**src/rtl/bus_arbiter_pkg.sv**
```systemverilog
// Shared types and constants for the two-master peripheral bus arbiter.
package bus_arbiter_pkg;

  typedef enum logic [1:0] {
    StIdle,
    StIssue,
    StWait,
    StResp
  } state_e;

  localparam int unsigned MASTER_CPU = 0;
  localparam int unsigned MASTER_DMA = 1;

  localparam logic [31:0] DEFAULT_TIMEOUT_DATA = 32'hDEADBEEF;

endpackage

```
**src/rtl/bus_arbiter_rr_pick2.sv**
```systemverilog
// Combinational two-way round-robin picker: one-hot grant from requests and
// the identity of the previously granted master.
module rr_pick2
  import bus_arbiter_pkg::*;
(
  input  logic [1:0] i_req,
  input  logic       i_last_grant,  // 1 when the DMA engine was granted last
  output logic [1:0] o_grant
);

  always_comb begin
    o_grant = 2'b00;
    if (i_req[MASTER_CPU] && (!i_req[MASTER_DMA] || i_last_grant)) begin
      o_grant[MASTER_CPU] = 1'b1;
    end else if (i_req[MASTER_DMA]) begin
      o_grant[MASTER_DMA] = 1'b1;
    end
  end

endmodule

```
**src/rtl/bus_arbiter.sv**
```systemverilog
// Two-master round-robin bus arbiter issuing single-cycle read/write strobes,
// with a watchdog that terminates unanswered reads.
module bus_arbiter
  import bus_arbiter_pkg::*;
#(
  parameter int unsigned TIMEOUT_CYCLES = 255,
  parameter logic [31:0] TIMEOUT_DATA   = DEFAULT_TIMEOUT_DATA
) (
  input  logic        i_clk,
  input  logic        i_reset_n,
  input  logic [1:0]  i_req,
  input  logic [1:0]  i_write,
  input  logic [31:0] i_address0,
  input  logic [31:0] i_address1,
  input  logic [31:0] i_write_data0,
  input  logic [31:0] i_write_data1,
  output logic [1:0]  o_ack,
  output logic        o_error,
  output logic [31:0] o_read_data,
  output logic [1:0]  o_grant,
  output logic        o_bus_read,
  output logic        o_bus_write,
  output logic [31:0] o_bus_address,
  output logic [31:0] o_bus_write_data,
  input  logic        i_bus_read_valid,
  input  logic [31:0] i_bus_read_data
);

  localparam int unsigned CNT_W = $clog2(TIMEOUT_CYCLES + 1);
  localparam logic [CNT_W-1:0] CNT_LAST = CNT_W'(TIMEOUT_CYCLES - 1);

  state_e            r_state, w_state_d;
  logic [1:0]        r_grant, w_grant_d;
  logic [1:0]        r_ack, w_ack_d;
  logic              r_error, w_error_d;
  logic              r_bus_read, w_bus_read_d;
  logic              r_bus_write, w_bus_write_d;
  logic [31:0]       r_address, w_address_d;
  logic [31:0]       r_write_data, w_write_data_d;
  logic [31:0]       r_read_data, w_read_data_d;
  logic [CNT_W-1:0]  r_count, w_count_d;
  logic              r_last_dma, w_last_dma_d;
  logic              r_is_write, w_is_write_d;
  logic [1:0]        w_pick;

  rr_pick2 u_pick (
    .i_req        (i_req),
    .i_last_grant (r_last_dma),
    .o_grant      (w_pick)
  );

  always_comb begin
    w_state_d      = r_state;
    w_grant_d      = r_grant;
    w_ack_d        = 2'b00;
    w_error_d      = r_error;
    w_bus_read_d   = 1'b0;
    w_bus_write_d  = 1'b0;
    w_address_d    = r_address;
    w_write_data_d = r_write_data;
    w_read_data_d  = r_read_data;
    w_count_d      = r_count;
    w_last_dma_d   = r_last_dma;
    w_is_write_d   = r_is_write;

    unique case (r_state)
      StIdle: begin
        if (|i_req) begin
          w_grant_d    = w_pick;
          w_last_dma_d = w_pick[MASTER_DMA];
          if (w_pick[MASTER_DMA]) begin
            w_is_write_d   = i_write[MASTER_DMA];
            w_address_d    = i_address1;
            w_write_data_d = i_write_data1;
          end else begin
            w_is_write_d   = i_write[MASTER_CPU];
            w_address_d    = i_address0;
            w_write_data_d = i_write_data0;
          end
          // Strobes are registered so they appear during the ISSUE cycle.
          w_bus_write_d = w_is_write_d;
          w_bus_read_d  = !w_is_write_d;
          w_state_d     = StIssue;
        end
      end
      StIssue: begin
        if (r_is_write) begin
          w_error_d = 1'b0;
          w_ack_d   = r_grant;
          w_state_d = StResp;
        end else if (i_bus_read_valid) begin
          w_read_data_d = i_bus_read_data;
          w_error_d     = 1'b0;
          w_ack_d       = r_grant;
          w_state_d     = StResp;
        end else begin
          w_count_d = '0;
          w_state_d = StWait;
        end
      end
      StWait: begin
        // A response arriving on the terminal count still wins over the timeout.
        if (i_bus_read_valid) begin
          w_read_data_d = i_bus_read_data;
          w_error_d     = 1'b0;
          w_ack_d       = r_grant;
          w_state_d     = StResp;
        end else if (r_count == CNT_LAST) begin
          w_read_data_d = TIMEOUT_DATA;
          w_error_d     = 1'b1;
          w_ack_d       = r_grant;
          w_state_d     = StResp;
        end else begin
          w_count_d = r_count + 1'b1;
        end
      end
      StResp: begin
        w_grant_d = 2'b00;
        w_state_d = StIdle;
      end
      default: begin
        w_state_d = StIdle;
      end
    endcase
  end

  always_ff @(posedge i_clk or negedge i_reset_n) begin
    if (!i_reset_n) begin
      r_state      <= StIdle;
      r_grant      <= 2'b00;
      r_ack        <= 2'b00;
      r_error      <= 1'b0;
      r_bus_read   <= 1'b0;
      r_bus_write  <= 1'b0;
      r_address    <= '0;
      r_write_data <= '0;
      r_read_data  <= '0;
      r_count      <= '0;
      r_last_dma   <= 1'b1;
      r_is_write   <= 1'b0;
    end else begin
      r_state      <= w_state_d;
      r_grant      <= w_grant_d;
      r_ack        <= w_ack_d;
      r_error      <= w_error_d;
      r_bus_read   <= w_bus_read_d;
      r_bus_write  <= w_bus_write_d;
      r_address    <= w_address_d;
      r_write_data <= w_write_data_d;
      r_read_data  <= w_read_data_d;
      r_count      <= w_count_d;
      r_last_dma   <= w_last_dma_d;
      r_is_write   <= w_is_write_d;
    end
  end

  assign o_ack            = r_ack;
  assign o_error          = r_error;
  assign o_read_data      = r_read_data;
  assign o_grant          = r_grant;
  assign o_bus_read       = r_bus_read;
  assign o_bus_write      = r_bus_write;
  assign o_bus_address    = r_address;
  assign o_bus_write_data = r_write_data;

endmodule

```
**config.mk**
```make
export PLATFORM = sky130hd
export DESIGN_NAME = bus_arbiter
export DESIGN_NICKNAME = d
export VERILOG_FILES = /design/src/rtl/bus_arbiter_pkg.sv /design/src/rtl/bus_arbiter_rr_pick2.sv /design/src/rtl/bus_arbiter.sv
export SDC_FILE = /design/constraint.sdc
export NUM_CORES = 1
export LEC_CHECK = 0
export BUFFER_PORTS_ARGS = -buffer_cell sky130_fd_sc_hd__buf_2
export CAP_MARGIN = 20
export CORE_MARGIN = 1
export CORE_UTILIZATION = 49
export DETAILED_ROUTE_END_ITERATION = 8
export GPL_ROUTABILITY_DRIVEN = 0
export PLACE_DENSITY = 0.86
export SYNTH_ARGS = -nofsm -noshare
export SYNTH_HDL_FRONTEND = slang
export SYNTH_SLANG_ARGS = --single-unit
export TNS_END_PERCENT = 1
```
**constraint.sdc**
```tcl
create_clock -name i_clk -period 2.8 [get_ports i_clk]
set_input_delay 0.14 -clock i_clk [delete_from_list [all_inputs] [get_ports i_clk]]
set_output_delay 0.14 -clock i_clk [all_outputs]
set_load 0.03 [all_outputs]
```
==> results.toml <==
[cells_and_area]
layout-drive-gt1-share_pct = 34.7
area_growth_pct = 72.4
final_cells = 1051
design_area_um2 = 8970
finalNetCount = 1074

[power_and_ir_drop]
vdd_ir_drop_max_mv = 0.701
p_leak_nw = 4.49
powerDensity_nw_per_um2 = 1120

[global_route]
grt_max_degree = 59
grt_pass1_vias = 6227
antenna_found_initial = 1
grt_usage_pct = 38.2
grt_first_pass_wirelength_um = 32000
overflow = 0

[synthesis]
syn_avg_cell_area_um2 = 11.1
yosysWarnings = 0
yosysUniqueCellTypes = 43
synth_edf_count = 0
netlist_instances = 468
syn-num-nets = 641
synth-seq-area-share_pct = 55.3
synth-seq-cells = 115
synthArstFlopShare_pct = 100
syn_area_um2 = 5200
synthFlopType = "dfrtp_1"

[critical_path]
crit_path_max_incr_delay_ps = 670
r2r_start = "r_last_dma"
slowest_stage = "a21boi_4"
reg2reg_depth = 5
critPathMaxFanout = 27
crit_path_end_kind = "flop"
crit_required_ps = 3170
r2r-end = "o_bus_write_data[3]"
cp-start-kind = "flop"
crit_arrival_ps = 2860
critPathKind = "flop to flop"
r2r_slack_ps = 310
crit_chain = "a21boi_4 -> buf_12 -> mux2i_1 -> dlygate4sd3_1 -> o21ai_0"

[min_path]
hold_path.class = "input pin to flop"
min_path_cells = 3
hp-start = "i_address1[26]"
holdPathEnd = "o_bus_address[26]"

[sta]
report.final.slew_viol_count = 0
setup-violations-final = 0
fin_crit_sh_pct = 89.0
tightest_slew_ps = 1030
period_needed_ps = 2490
hold_viol = 0
rsz0062_at_grt = "no"
slew_headroom_pct = 30.8
fmax_mhz = 401
final.setup.tns_ps = 0
whs_ps = 22.5
finClkSkew_ps = 5.67

[route]
wl_um = 20500
remaining_drc_errors = 0
drt_iter0_drc = 374
wl_per_cell_um = 19.5
drtAntennaViolNets = 0
firstDrtPassIters = 5
num_vias = 5863
avgViaCountPerCell = 5.58

[clocking]
cts_tree = "done"
clk-insertion-delay-late_ps = 500
cts.clk_slew.worst_paths_ps = 60
cts-buffers-inserted = 17
htree_levels = 4
clock-root-buffer = "clkbuf_8"
cts_buffer_depth = 2
clkSinkCount = 115

[floorplanning]
dieArea_um2 = 11000
die_h_um = 105
rows = 37
ios = 270
initial_utilization_pct = 50.4
coreArea_um2 = 10300
fp.dieW_um = 105

[place]
postPlaceCellArea_um2 = 6660
hpwl_um = 10400
place_inst = 853
port_buffers = 269

[run]
max_cap_viol_count = 0

[run_status]
status = "complete, no violations"
[stage by stage]
stage | total power [mW] | setup WS [ps] | util, %
floorplan | 5.71 | 1100 | -
global placement | 6.85 | 614 | 64.5
detailed placement | 7.02 | 466 | 64.5
CTS | 9.72 | 418 | 86.9
global route | 10.4 | 202 | 86.9
finish | 10.0 | 309 | 86.9
[cells in the mapped netlist (2+ instances only)]
master      n  area [µm²]
buf_6       9         101
a31oi_1     4        25.0
a22o_1      9        78.8
o21ai_0    64         320
ha_1        6        75.1
and2_1      2        12.5
clkbuf_1   14        52.6
nand2_1    75         282
buf_2       6        30.0
a21oi_1     8        40.0
mux2i_1    67         671
and3_1      3        18.8
nor2b_1     2        12.5
nand3_1     4        20.0
o21ai_1    10        50.1
and4b_1     2        20.0
nor2_1      9        33.8
a41oi_1     2        17.5
o22a_1     24         210
o22ai_1     4        25.0
dfrtp_1   114        2850
inv_1       9        33.8
[critical path, delay by kind of cell (launching register included)]
| kind | cells | cell delay (ps) |
|---|---|---|
| AO/OA/AOI/OAI | 2 | 780 |
| buffers and inverters | 2 | 910 |
| flip-flops | 1 | 390 |
| multiplexers | 1 | 250 |
[report_power, final]
group          internal (mW)  total, mW  switching, mW
Sequential              2.43       2.95          0.520
Clock                   1.63       2.40          0.773
Combinational           1.57       4.69           3.12
Total                   5.62       10.0           4.41
[registers in the layout, indices dropped and copies added (netlist names)]
| name | cells |
|---|---|
| o_ack | 2 |
| o_bus_address | 32 |
| o_bus_read | 1 |
| o_bus_write | 1 |
| o_bus_write_data | 32 |
| o_error | 1 |
| o_grant | 2 |
| o_read_data | 32 |
| r_count | 8 |
| r_is_write | 1 |
| r_last_dma | 1 |
| r_state | 2 |
[layer usage]
layer  wire (µm)  vias up  global-route usage (%)
met5           0        -                       0
met3        1580      130                    9.54
met2       10300      439                    66.4
met4        1440        0                    27.4
met1        7110     2751                    40.4
li1            -     2543                       -
[final cells by class]
type / count / area (µm²)
antenna: 1 / 2.50
clock buffer: 19 / 422
clock inverter: 13 / 233
fill: 438 / 1350
inverter: 9 / 33.8
multi-input combinational: 313 / 2110
sequential: 115 / 2880
tap: 136 / 170
timing repair buffer: 445 / 3120
[worst max-delay path by stage]
stage	startpoint	slack, ps	endpoint
2_1_floorplan	r_state[0]	1100	r_state[1]
3_3_place_gp	r_state[0]	610	o_read_data[28]
3_5_place_dp	r_state[0]	470	o_read_data[21]
4_1_cts	r_last_dma	420	o_bus_address[7]
5_1_grt	r_last_dma	200	o_bus_address[7]
6_report	r_last_dma	310	o_bus_write_data[3]
[placed cells by master (no fill, tap or decap), types with 10 or more instances in the layout]
| master | netlist | layout |
|---|---|---|
| buf_2 | 6 | 268 |
| dlygate4sd3_1 | 0 | 165 |
| dfrtp_1 | 114 | 114 |
| nand2_1 | 75 | 75 |
| mux2i_1 | 67 | 67 |
| o21ai_0 | 64 | 64 |
| o22a_1 | 24 | 24 |
| clkbuf_16 | 0 | 16 |
| o21ai_1 | 10 | 10 |
[cells by family after synthesis]
| logic type | count (synthesis) | share of synthesized area [%] |
|---|---|---|
| AO/OA/AOI/OAI | 134 | 16.3 |
| flip-flops | 115 | 55.3 |
| AND/OR/NAND/NOR | 105 | 9.40 |
| multiplexers | 68 | 13.1 |
| buffers and inverters | 40 | 4.40 |
| adder cells (fa/ha/maj) | 6 | 1.44 |
[what timing repair did]
item,4_1_cts,5_1_grt
hold buffers,165,0
endpoints found under the hold margin,157,0
endpoints found under the setup margin,0,0
resized for setup,0,0
setup buffers,0,0
Power figures use the tool's default switching activity.
